[config.mk]
export PLATFORM = sky130hd
export DESIGN_NAME = hartslag_regelaar
export DESIGN_NICKNAME = d
export VERILOG_FILES = /design/src/rtl/hartslag_regelaar_pkg.sv /design/src/rtl/hartslag_regelaar_tik_generator.sv /design/src/rtl/hartslag_regelaar.sv
export SDC_FILE = /design/constraint.sdc
export NUM_CORES = 1
export LEC_CHECK = 0
export CAP_MARGIN = 20
export CELL_PAD_IN_SITES_DETAIL_PLACEMENT = 1
export CELL_PAD_IN_SITES_GLOBAL_PLACEMENT = 1
export CORE_ASPECT_RATIO = 0.7
export CORE_UTILIZATION = 30
export CTS_CLUSTER_DIAMETER = 60
export DETAILED_ROUTE_END_ITERATION = 10
export PLACE_DENSITY = 0.64
export SETUP_SLACK_MARGIN = 0.5
export SLEW_MARGIN = 40
export SYNTH_ARGS = -nofsm -noshare
export SYNTH_HDL_FRONTEND = slang
export SYNTH_SLANG_ARGS = --single-unit
export TNS_END_PERCENT = 1
[constraint.sdc]
create_clock -name clk -period 2.32 [get_ports clk]
set_input_delay 0.464 -clock clk [delete_from_list [all_inputs] [get_ports clk]]
set_output_delay 0.464 -clock clk [all_outputs]
set_load 0.01 [all_outputs]
[src/rtl/hartslag_regelaar_pkg.sv]
// Shared types and defaults for the heart-rate speed regulator and its periodic helpers.
package hartslag_regelaar_pkg;

  typedef enum logic [1:0] {
    ST_INIT    = 2'd0,
    ST_MEASURE = 2'd1,
    ST_ADJUST  = 2'd2,
    ST_LOST    = 2'd3
  } state_t;

  localparam int unsigned DEF_START_SPEED = 128;
  localparam int unsigned DEF_MIN_SPEED   = 16;
  localparam int unsigned DEF_MAX_SPEED   = 240;
  localparam int unsigned DEF_MIN_HR      = 40;
  localparam int unsigned DEF_MAX_HR      = 220;

  // Sum of 2^avg_log2 eight-bit samples never overflows this width.
  function automatic int unsigned acc_width(input int unsigned avg_log2);
    return 8 + avg_log2;
  endfunction

endpackage

[src/rtl/hartslag_regelaar_tik_generator.sv]
// Free-running sample tick: one-cycle pulse every SAMPLE_CYCLES clocks, first one
// SAMPLE_CYCLES cycles after reset release.
module tik_generator #(
  parameter int unsigned SAMPLE_CYCLES = 1000000
) (
  input  logic clk,
  input  logic reset,
  output logic o_tick
);

  localparam int unsigned CW = (SAMPLE_CYCLES > 1) ? $clog2(SAMPLE_CYCLES) : 1;
  localparam logic [CW-1:0] LAST = CW'(SAMPLE_CYCLES - 1);

  logic [CW-1:0] r_cnt;

  always_ff @(posedge clk or negedge reset) begin
    if (!reset) begin
      r_cnt <= '0;
    end else if (r_cnt == LAST) begin
      r_cnt <= '0;
    end else begin
      r_cnt <= r_cnt + CW'(1);
    end
  end

  assign o_tick = (r_cnt == LAST);

endmodule

[src/rtl/hartslag_regelaar.sv]
// Closes the heart-rate loop: averages periodic rate samples and steps the rocking
// divider toward the target, falling back to a default speed when the signal is lost.
//
// state   | meaning
// INIT    | clear average, load start speed (1 cycle)
// MEASURE | accumulate plausible samples on tick, count implausible runs
// ADJUST  | compare average with target, step speed (1 cycle)
// LOST    | hold start speed, wait for a run of plausible samples
module hartslag_regelaar
  import hartslag_regelaar_pkg::*;
#(
  parameter int unsigned SAMPLE_CYCLES = 1000000,
  parameter int unsigned AVG_LOG2      = 2,
  parameter int unsigned START_SPEED   = DEF_START_SPEED,
  parameter int unsigned MIN_SPEED     = DEF_MIN_SPEED,
  parameter int unsigned MAX_SPEED     = DEF_MAX_SPEED,
  parameter int unsigned STEP          = 4,
  parameter int unsigned TOL           = 2,
  parameter int unsigned MIN_HR        = DEF_MIN_HR,
  parameter int unsigned MAX_HR        = DEF_MAX_HR,
  parameter int unsigned LOST_COUNT    = 3,
  parameter int unsigned RECOVER_COUNT = 2
) (
  input  logic       clk,
  input  logic       reset,
  input  logic [7:0] hartslag,
  input  logic [7:0] doel_hartslag,
  output logic [7:0] ClockSnelheid,
  output logic       geregeld,
  output logic       kwijt
);

  localparam int unsigned AW   = acc_width(AVG_LOG2);
  localparam int unsigned CNTW = AVG_LOG2 + 1;
  localparam int unsigned LW   = $clog2(LOST_COUNT + 1);
  localparam int unsigned RW   = $clog2(RECOVER_COUNT + 1);

  state_t          r_state;
  logic [7:0]      r_speed;
  logic            r_geregeld;
  logic            r_kwijt;
  logic [AW-1:0]   r_acc;
  logic [CNTW-1:0] r_cnt;
  logic [LW-1:0]   r_inv_run;
  logic [RW-1:0]   r_rec_run;

  logic            w_tick;
  logic            w_valid;
  logic [CNTW-1:0] w_cnt_next;
  logic [LW-1:0]   w_inv_next;
  logic [RW-1:0]   w_rec_next;
  logic [9:0]      w_avg;
  logic [9:0]      w_doel;
  logic [9:0]      w_hi;
  logic [9:0]      w_lo;
  logic [8:0]      w_up9;
  logic [7:0]      w_up;
  logic [7:0]      w_dn;

  tik_generator #(.SAMPLE_CYCLES(SAMPLE_CYCLES)) u_tik (
    .clk    (clk),
    .reset  (reset),
    .o_tick (w_tick)
  );

  assign w_valid    = (hartslag >= 8'(MIN_HR)) && (hartslag <= 8'(MAX_HR));
  assign w_cnt_next = r_cnt + CNTW'(1);
  assign w_inv_next = r_inv_run + LW'(1);
  assign w_rec_next = r_rec_run + RW'(1);

  // 10-bit compare so the dead band neither wraps above 255 nor below 0.
  assign w_avg  = 10'(r_acc >> AVG_LOG2);
  assign w_doel = {2'b00, doel_hartslag};
  assign w_hi   = w_doel + 10'(TOL);
  assign w_lo   = (w_doel >= 10'(TOL)) ? (w_doel - 10'(TOL)) : 10'd0;

  assign w_up9 = {1'b0, r_speed} + 9'(STEP);
  assign w_up  = (w_up9 > 9'(MAX_SPEED)) ? 8'(MAX_SPEED) : w_up9[7:0];
  assign w_dn  = ({1'b0, r_speed} < 9'(MIN_SPEED + STEP)) ? 8'(MIN_SPEED) : (r_speed - 8'(STEP));

  always_ff @(posedge clk or negedge reset) begin
    if (!reset) begin
      r_state    <= ST_INIT;
      r_speed    <= 8'(START_SPEED);
      r_geregeld <= 1'b0;
      r_kwijt    <= 1'b0;
      r_acc      <= '0;
      r_cnt      <= '0;
      r_inv_run  <= '0;
      r_rec_run  <= '0;
    end else begin
      case (r_state)
        ST_INIT: begin
          r_acc   <= '0;
          r_cnt   <= '0;
          r_speed <= 8'(START_SPEED);
          r_state <= ST_MEASURE;
        end
        ST_MEASURE: begin
          if (w_tick) begin
            if (w_valid) begin
              r_acc     <= r_acc + AW'(hartslag);
              r_cnt     <= w_cnt_next;
              r_inv_run <= '0;
              if (w_cnt_next == CNTW'(1 << AVG_LOG2)) r_state <= ST_ADJUST;
            end else if (w_inv_next == LW'(LOST_COUNT)) begin
              r_state    <= ST_LOST;
              r_speed    <= 8'(START_SPEED);
              r_kwijt    <= 1'b1;
              r_geregeld <= 1'b0;
              r_inv_run  <= '0;
              r_rec_run  <= '0;
            end else begin
              r_inv_run <= w_inv_next;
            end
          end
        end
        ST_ADJUST: begin
          if (w_avg > w_hi) begin
            r_speed    <= w_up;
            r_geregeld <= 1'b0;
          end else if (w_avg < w_lo) begin
            r_speed    <= w_dn;
            r_geregeld <= 1'b0;
          end else begin
            r_geregeld <= 1'b1;
          end
          r_acc   <= '0;
          r_cnt   <= '0;
          r_state <= ST_MEASURE;
        end
        ST_LOST: begin
          if (w_tick) begin
            if (!w_valid) begin
              r_rec_run <= '0;
            end else if (w_rec_next == RW'(RECOVER_COUNT)) begin
              r_rec_run <= '0;
              r_kwijt   <= 1'b0;
              r_state   <= ST_INIT;
            end else begin
              r_rec_run <= w_rec_next;
            end
          end
        end
        default: r_state <= ST_INIT;
      endcase
    end
  end

  assign ClockSnelheid = r_speed;
  assign geregeld      = r_geregeld;
  assign kwijt         = r_kwijt;

endmodule

== Word-level counts from Yosys, hierarchy flattened ==
Index checks and enable logic that the tools add are counted.

* Eq/ne operators: 17
* Order comparisons: 7
* Add/subtract/negate cells: 9
* Multiplexer cells: 46
* Reductions and logical operators: 14

{| class="wikitable"
|+ Operators by type and width
! operator !! count
|-
| 8-bit two-way mux || 7
|-
| 10-bit two-way mux || 3
|-
| 2-bit two-way mux || 15
|-
| 8-bit case mux with 3 select lines || 1
|-
| 20-bit by 1-bit adder with 20-bit output, second input constant || 1
|-
| 20-bit == test, second input constant || 1
|-
| 20-bit two-way mux || 1
|-
| 10-bit case mux with 2 select lines || 1
|-
| 1-bit two-way mux || 11
|-
| 10-bit by 8-bit adder with 10-bit output || 1
|-
| 8-bit by 10-bit less-than comparator with 1-bit output || 1
|-
| 2-bit inequality test, second input constant || 5
|-
| 5-bit AND reduction || 2
|-
| 8-bit by 2-bit adder with 9-bit output, second input constant || 1
|-
| 8-bit by 3-bit adder with 9-bit output, second input constant || 1
|-
| 8-bit by 9-bit > comparator with 1-bit output || 1
|-
| 9-bit by 8-bit > comparator with 1-bit output, second input constant || 1
|-
| 3-bit inequality test, second input constant || 3
|-
| 8-bit by 2-bit subtractor with 9-bit output, second input constant || 1
|-
| 2-bit == test, second input constant || 4
|-
| 8-bit by 2-bit greater-or-equal comparator with 1-bit output, second input constant || 1
|-
| 8-bit by 6-bit greater-or-equal comparator with 1-bit output, second input constant || 1
|-
| 8-bit less-or-equal comparator, second input constant || 1
|-
| 8-bit by 5-bit less-than comparator with 1-bit output, second input constant || 1
|-
| other kinds (21) || 27
|}

* Output and inout bits: 10
* Input port bits: 18
* Register bits after elaboration: 49

== Longest topological paths before layout ==
Gate-level depths: netlist of the first run.

* Depth in word-level cells: 6
* Depth in mapped cells: 13
* Gate-level depth less buffers: 12

== Modules after synthesis ==
From an unflattened synthesis of the first run, not the netlist that was laid out.

* Cells, all modules: 375
* Area total of the unflattened synthesis: 3,528.4 µm²

{| class="wikitable"
|+ Modules (own cells, without submodules)
! module !! cells each !! times used !! area each (µm²)
|-
| hartslag_regelaar || 276 || 1 || 2,472.4
|-
| tik_generator || 99 || 1 || 1,056.0
|}

== Worst setup path before layout of the first run ==
Ideal clock, no wire load.

* Path kind: input-to-reg
* From: in doel_hartslag[4]
* To: reg r_speed[5] (netlist: ClockSnelheid[5])
* Path buffers: 2
* Data arrival time: 2.873 ns
* Library setup time: 0.104 ns
* Path slack: -0.657 ns
* Stages on the path: 13
* Cell sequence: buf_2 -> nor4_1 -> nand3_1 -> nand2b_1 -> nand2_1 -> ha_1 -> a22oi_1 -> o211ai_1 -> a21oi_1 -> a211oi_4 -> or2_0 -> buf_2 -> o41ai_2

* Longest elaborated chain between the ends: 5
* Elaborated cells on any way between the ends: 10
* Those cells by class: add/sub (2); order compare (3); eq/ne (1); mux (3); reduce/logical (1)

{| class="wikitable"
|+ Ends and longest elaborated chain
! what !! line !! text
|-
| start: declaration || hartslag_regelaar.sv:27 || <nowiki>input logic [7:0] doel_hartslag,</nowiki>
|-
| 8-bit by 2-bit subtractor with 9-bit output or 8-bit by 2-bit greater-or-equal comparator with 1-bit output (tied branches) || hartslag_regelaar.sv:75 || <nowiki>assign w_lo = (w_doel >= 10'(TOL)) ? (w_doel - 10'(TOL)) : 10'd0;</nowiki>
|-
| 10-bit two-way mux || hartslag_regelaar.sv:75 ||
|-
| 8-bit by 10-bit less-than comparator with 1-bit output || hartslag_regelaar.sv:122 || <nowiki>end else if (w_avg < w_lo) begin</nowiki>
|-
| 3-bit inequality test (no line) || -- ||
|-
| 5-bit AND reduction (no line) || -- ||
|-
| end signal: assignment || hartslag_regelaar.sv:84 || <nowiki>r_speed <= 8'(START_SPEED);</nowiki>
|-
| end signal: assignment || hartslag_regelaar.sv:120 || <nowiki>r_speed <= w_up;</nowiki>
|-
| end signal: assignment || hartslag_regelaar.sv:123 || <nowiki>r_speed <= w_dn;</nowiki>
|-
| end: declaration || hartslag_regelaar.sv:39 || <nowiki>logic [7:0] r_speed;</nowiki>
|}

Several ways; a longest one is shown, not always the timed one.
A chain may end at the register's enable or synchronous reset.

== Worst setup path in the final report of the first run ==
* From: in doel_hartslag[2]
* To: reg r_speed[6] (netlist: ClockSnelheid[6])

Same word-level chain as after synthesis.

==> impl_metrics.ini, run 1 <==
[synthesis]
synthTopCellsByArea = dfrtp_1 33%, ha_1 11%, nand2_1 5.5%, xor2_1 5.0%, xnor2_1 3.7%
dominant_combinational_cell_family_by_area_after_synthesis = simple AND/OR/NAND/NOR gates
ys_seq_elements = 47
synth_top_cell_by_area = dfrtp_1
synth_largest_type_area_fraction_pct = 32.8
synth_simple_gate_area_share_pct = 22.3
synth_adder_area_share_pct = 11.6
ys.flop_type = dfrtp_1
postSynthAreaPerCell_um2 = 8.78
syn-instance-count = 399
complex_gate_fraction_of_the_synthesized_area_pct = 17.8
post_synth_num_cell_types = 68
number_of_synthesized_flops_with_an_enable_pin = 0
async_flop_share_pct = 100
multiplexer_share_of_the_synthesized_area_pct = 0.928
synth_xor_xnor_area_share_pct = 8.75
synthesis.yosys.warnings = 0
yosysSeqAreaShare_pct = 33.6
syn_area_um2 = 3500

[power]
power.net_switching_mw = 0.623
power.share.combinational_pct = 23.1
share_clk_of_total_power_pct = 39.1
cell_internal_pwr_mw = 1.63
p_seq_share_pct = 37.8
ir_worst_vdd_v = 0.000266
power.density_cell_area_nw_per_um2 = 435
power.share.switching_pct = 27.7
static-leakage-power_nw = 2.25
total_power_mw = 2.25

[setup_path]
critical_path.top_delay_family = simple AND/OR/NAND/NOR gates
critical_path.slowest_cell = or3_4
critPathBufInv = 3
critPathMaxStageDelay_ns = 0.44
timing.critical_path.cells = buf_8 -> buf_4 -> ha_1 -> xnor2_1 -> ha_1 -> nand4_1 -> or3_4 -> and3_4 -> buf_4 -> and3_1 -> o21ai_0 -> o211ai_1
worstPathRequired_ns = 2.49
worstSetupPathType = primary input to flop
type_of_destination_of_the_critical_path = flop
cp_data_arrival_time_ns = 2.82
critical_path_peak_fanout = 6
critical_path.startpoint_type = primary input

[detailed_routing]
postRouteWirelength_um = 11400
routed-via-count = 3328
first_iter_violations = 93
wl_per_cell_um = 17.7
drt_pass1_iterations = 4
viasPerCell = 5.14
final_antenna_violating_net_count = 0
remaining_drc_errors = 0

[clock_tree]
holdBufCountCts = 0
tritoncts = yes
clk_pin_slew_worst_paths_ns = 0.07
cts-htree-levels = 2
clk_latency_ns = 0.30
cts_inserted_buffers = 5
cts_buffer_depth = 2
clk_root_buffer_cell = clkbuf_16
clock_sinks = 47

[floorplanning]
fp.dieArea_um2 = 12100
ios = 28
fp.dieH_um = 92.4
core_um2 = 11200
initial_core_util_pct = 31.3
placement_rows = 32
overall_die_width_um = 131

[grt]
grt.busiest_layer = met2
gr_layer_usage_met2_pct = 32.2
global_route.usage.met3_pct = 2.85
grt_max_degree = 26
via_count_of_the_first_global_routing_pass = 3524
grt-ovfl-total = 0
grt_first_pass_wirelength_um = 18300
global_route.usage.total_pct = 18.9
number_of_antenna_violations_at_the_first_check_in_global_routing = 0
groute.layer.met1.usage_pct = 25.5

[layout]
commonest_cells_after_routing_fill_and_taps_aside = 67 x buf_4, 42 x dfrtp_1, 39 x nand2_1
finish.cell_count_without_fillers = 647
finalInstanceArea_um2 = 5180
final_common_cell = buf_4
total_inserted_antenna_cells = 0
nFillCells = 1286
areaGrowthSynthToFinish_pct = 47.7
drive_gt1_share_pct = 39.5
multiInputGateArea_um2 = 2690
final_core_area_utilization_pct = 46.2
seq_area_um2 = 1180
nets = 543

[timing]
final.setup.tns_ns = -2.04
clock_skew_ns = 0.00681
hold-worst-slack_ns = 0.162
fin_crit_ns = 2.65
setup_ws_ns = -0.331
final-max-slew-violation-count = 0
fmaxAchievable_ghz = 0.377
finalCritPeriodShare_pct = 114
final_hold_fails = 0
timing.max_slew.rel_slack_pct = 53.1
setup_viol = 7
grt_setup_unrepaired = true
worst_slew_pin_slew_ns = 0.704

[placed_design]
dpl.cell_count = 636
dp_slack_ns = -1.18
gp_congestion = 0.799
port-buffer-count = 25
place_area_um2 = 4480
post-dp-hpwl_um = 8060

[run]
max_cap_viol_count = 0

[hold_path]
min_path_type = primary input to asynchronous set/reset pin

[run_status]
violations = negative setup slack
status = finished, violations left
## path summary, 6_finish.rpt
path / from / end / slack, ns / cells after the start
min in group clk: u_tik.r_cnt[0]$_DFF_PN0_ / u_tik.r_cnt[0]$_DFF_PN0_ / 0.50 / 1
setup reg to reg: r_acc[4]$_DFFE_PN0P_ / ClockSnelheid[5]$_DFFE_PN0P_ / 0.01 / 8
max in group asynchronous: reset / ClockSnelheid[7]$_DFFE_PN1P_ / 1.54 / 2
setup / recovery: doel_hartslag[2] / ClockSnelheid[6]$_DFFE_PN0P_ / -0.33 / 12
hold / removal: reset / u_tik.r_cnt[5]$_DFF_PN0_ / 0.16 / 1
hold reg to reg: u_tik.r_cnt[0]$_DFF_PN0_ / u_tik.r_cnt[0]$_DFF_PN0_ / 0.50 / 1
## sequential cells by signal (all words and copies together) (netlist names), 2 cells and up
name	count
r_cnt	3
r_inv_run	2
u_tik.r_cnt	20
r_rec_run	2
ClockSnelheid	6
r_acc	10
r_state	2
## kinds of logic (layout without fill, tap and decap cells)
logic type                 Yosys count  count (layout)
DFF                                 47              47
muxes                                3               3
adders and majority gates           32              32
xor gates and xnor gates            35              35
buffers and inverters               35             129
other                                1               2
AOI/OAI and AO/OA                   88              88
and+or+nand+nor                    158             158
## worst reg2reg max path: stages, from the launching register on
cell      delay, ns
dfrtp_1        0.40
ha_1           0.32
a211o_1        0.30
o211ai_1       0.22
o2111a_1       0.33
nor2_2         0.09
buf_4          0.16
o211a_1        0.11
o41ai_2        0.30
## repair_timing
| action | CTS | global route |
|---|---|---|
| setup buffers | 3 | 0 |
| gates resized for setup | 118 | 58 |
| pin swaps | 45 | 54 |
| endpoints found under the setup margin | 38 | 33 |
## layer usage
layer  routed length [um]  up-vias
li1                     -     1618
met3                  254        8
met2                 5660       39
met1                 5450     1663
met4                   71        0
met5                    0        -
## cells in the mapped netlist (2+ instances only)
master and count:
a211o_1 2, a211oi_1 4, a21o_1 6, a21oi_1 22, a221o_1 2, a31oi_1 3, a41oi_1 2, and3_1 7
buf_2 4, buf_4 3, buf_6 3, clkbuf_1 7, dfrtp_1 46, ha_1 31, inv_1 18, mux2_2 2
nand2_1 51, nand2b_1 6, nand3_1 16, nand4_1 4, nor2_1 34, nor3_1 9, nor3b_1 2, nor4_1 7
nor4bb_1 2, o2111a_1 2, o2111ai_1 2, o211ai_1 5, o21a_1 2, o21ai_0 17, o31ai_1 2, o41ai_1 2
or2_1 2, or2_2 2, or3_1 3, or4_1 2, xnor2_1 15, xor2_1 20
## power groups by stage
| stage | logic, mW | clock network [mW] | registers [mW] |
|---|---|---|---|
| 6_report | 0.521 | 0.881 | 0.851 |
| 5_1_grt | 0.570 | 0.926 | 0.853 |
| 4_1_cts | 0.478 | 0.893 | 0.849 |
| 3_5_place_dp | 0.435 | 0 | 0.864 |
| 3_3_place_gp | 0.413 | 0 | 0.863 |
| 2_1_floorplan | 0.233 | 0 | 0.863 |
## area by class of cell
class | count | area share (%)
Clock inverter | 2 | 0.749
Timing Repair Buffer | 103 | 16.7
Clock buffer | 6 | 2.68
Tap cell | 153 | 3.70
Sequential cell | 47 | 22.8
Inverter | 18 | 1.31
Multi-Input combinational cell | 318 | 52.0
No activity file was read; power rests on OpenSTA's default activity.
==> inputs of run 2 (changes only) <==
==> constraint.sdc (replaced) <==
create_clock -name clk -period 2.25 [get_ports clk]
set_input_delay 0.45 -clock clk [delete_from_list [all_inputs] [get_ports clk]]
set_output_delay 0.45 -clock clk [all_outputs]
set_load 0.01 [all_outputs]
==> run 2 against run 1 <==
Routed wire length fell by 6.2%. Worst setup slack got worse by 0.11 ns. The run still ends with negative setup slack left. Count of clock-buffer cells in the layout did not move. Hold slack got worse by 0.0067 ns. Final cell count rose by 1.9%. Non-clock buffer count rose by 12. Clock skew fell by 0.0031 ns.
==> impl_metrics.ini, run 2 (synthesis results as in run 1) <==
[clock_tree]
clk_pin_slew_worst_paths_ns = 0.07
cts_buffer_depth = 2
clk_latency_ns = 0.29
clk_root_buffer_cell = clkbuf_16
clock_sinks = 47
holdBufCountCts = 0
tritoncts = yes
cts-htree-levels = 2
cts_inserted_buffers = 5

[timing]
final_hold_fails = 0
final-max-slew-violation-count = 0
setup_viol = 7
final.setup.tns_ns = -2.66
grt_setup_unrepaired = true
fmaxAchievable_ghz = 0.372
fin_crit_ns = 2.69
finalCritPeriodShare_pct = 119
clock_skew_ns = 0.00371
worst_slew_pin_slew_ns = 0.587
timing.max_slew.rel_slack_pct = 60.8
hold-worst-slack_ns = 0.155
setup_ws_ns = -0.438

[grt]
number_of_antenna_violations_at_the_first_check_in_global_routing = 0
grt_first_pass_wirelength_um = 18100
global_route.usage.total_pct = 18.6
grt-ovfl-total = 0
grt_max_degree = 25
via_count_of_the_first_global_routing_pass = 3564

[setup_path]
minimum_setup_slack_among_reg_to_reg_paths_ns = -0.04
worstSetupPathType = primary input to flop
reg2reg_to = ClockSnelheid[2]$_DFFE_PN0P_
crit_path_launch = doel_hartslag[1]
critical_path.startpoint_type = primary input
type_of_destination_of_the_critical_path = flop
critical_path_peak_fanout = 6
worst_r2r_startpoint = r_acc[6]$_DFFE_PN0P_
cp_data_arrival_time_ns = 2.88
critical_path.endpoint = ClockSnelheid[5]$_DFFE_PN0P_
reg2reg_depth = 7
worstPathRequired_ns = 2.44

[detailed_routing]
final_antenna_violating_net_count = 0
routed-via-count = 3350
remaining_drc_errors = 0
postRouteWirelength_um = 10700
viasPerCell = 5.08
wl_per_cell_um = 16.3
drt_pass1_iterations = 4
first_iter_violations = 126

[floorplanning]
core_um2 = 11200
placement_rows = 32
initial_core_util_pct = 31.3
fp.dieH_um = 92.4
fp.dieArea_um2 = 12100
overall_die_width_um = 131
ios = 28

[power]
total_power_mw = 2.27
static-leakage-power_nw = 2.33
power.density_cell_area_nw_per_um2 = 449
ir_worst_vdd_v = 0.000271

[layout]
drive_gt1_share_pct = 35.4
max_reg_flops = 20
final_common_cell = buf_4
nets = 555
total_inserted_antenna_cells = 0
largest-register = u_tik.r_cnt
areaGrowthSynthToFinish_pct = 44.1
commonest_cells_after_routing_fill_and_taps_aside = 81 x buf_4, 45 x dfrtp_1, 43 x nand2_1
final_core_area_utilization_pct = 45.0

[run_status]
violations = negative setup slack
status = finished, violations left

[run]
max_cap_viol_count = 0

[placed_design]
gp_congestion = 0.837
port-buffer-count = 25
post-dp-hpwl_um = 8370

[hold_path]
min_path_type = primary input to asynchronous set/reset pin
## run 2: critical path, stage by stage
cell,delay [ns]
buf_4,0.13
buf_4,0.15
nor3_4,0.18
nor3b_2,0.23
xor2_1,0.22
nand2_1,0.09
ha_2,0.25
o21ai_0,0.20
a221o_1,0.23
a211oi_4,0.05
or2_0,0.22
buf_4,0.16
o41ai_4,0.32
## run 2: report_power, final
| part | internal (mW) | leakage, nW | total, mW | switching, mW |
|---|---|---|---|---|
| Clock | 0.559 | 0.0875 | 0.905 | 0.345 |
| Combinational | 0.236 | 1.65 | 0.488 | 0.252 |
| Sequential | 0.860 | 0.592 | 0.874 | 0.0141 |
## run 2: area by class of cell
cell class	count	area, um2
Tap cell	153	191
Clock buffer	6	139
Clock inverter	2	38.8
Sequential cell	47	1180
Timing Repair Buffer	115	960
Fill cell	1296	6160
Inverter	18	67.6
Multi-Input combinational cell	318	2470
## run 2: repair_timing
action,in CTS,in global routing
resized for setup,93,28
endpoints found under the setup margin,38,35
pin swaps,32,22
buffers inserted,2,2
## run 2: worst min-delay path by stage
stage / from / endpoint / slack (ns) / depth (start not counted)
global route: reset / u_tik.r_cnt[15]$_DFF_PN0_ / 0.19 / 1
CTS: reset / u_tik.r_cnt[15]$_DFF_PN0_ / 0.16 / 1
finish: reset / u_tik.r_cnt[15]$_DFF_PN0_ / 0.15 / 1
floorplan: reset / ClockSnelheid[2]$_DFFE_PN0P_ / 0.15 / 0
detailed placement: r_rec_run[1]$_DFFE_PN0P_ / r_rec_run[1]$_DFFE_PN0P_ / 0.47 / 1
global placement: r_rec_run[1]$_DFFE_PN0P_ / r_rec_run[1]$_DFFE_PN0P_ / 0.47 / 1
## run 2: metrics by stage
| step | instances | instance area (um2) | setup WS [ns] |
|---|---|---|---|
| after floorplan | 400 | 3580 | -0.465 |
| after global placement | 647 | 4550 | -1.15 |
| after detailed placement | 647 | 4550 | -1.29 |
| after CTS | 657 | 4930 | -0.480 |
| after global routing | 659 | 5050 | -0.574 |
| final | 659 | 5050 | -0.438 |
## run 2: metal layers
metal | GRT usage, % | routed length (um) | vias to the layer above
li1 | - | - | 1645
met1 | 26.6 | 5480 | 1649
met2 | 29.9 | 4840 | 51
met3 | 2.35 | 337 | 5
met4 | 3.63 | 60 | 0
met5 | 0 | 0 | -
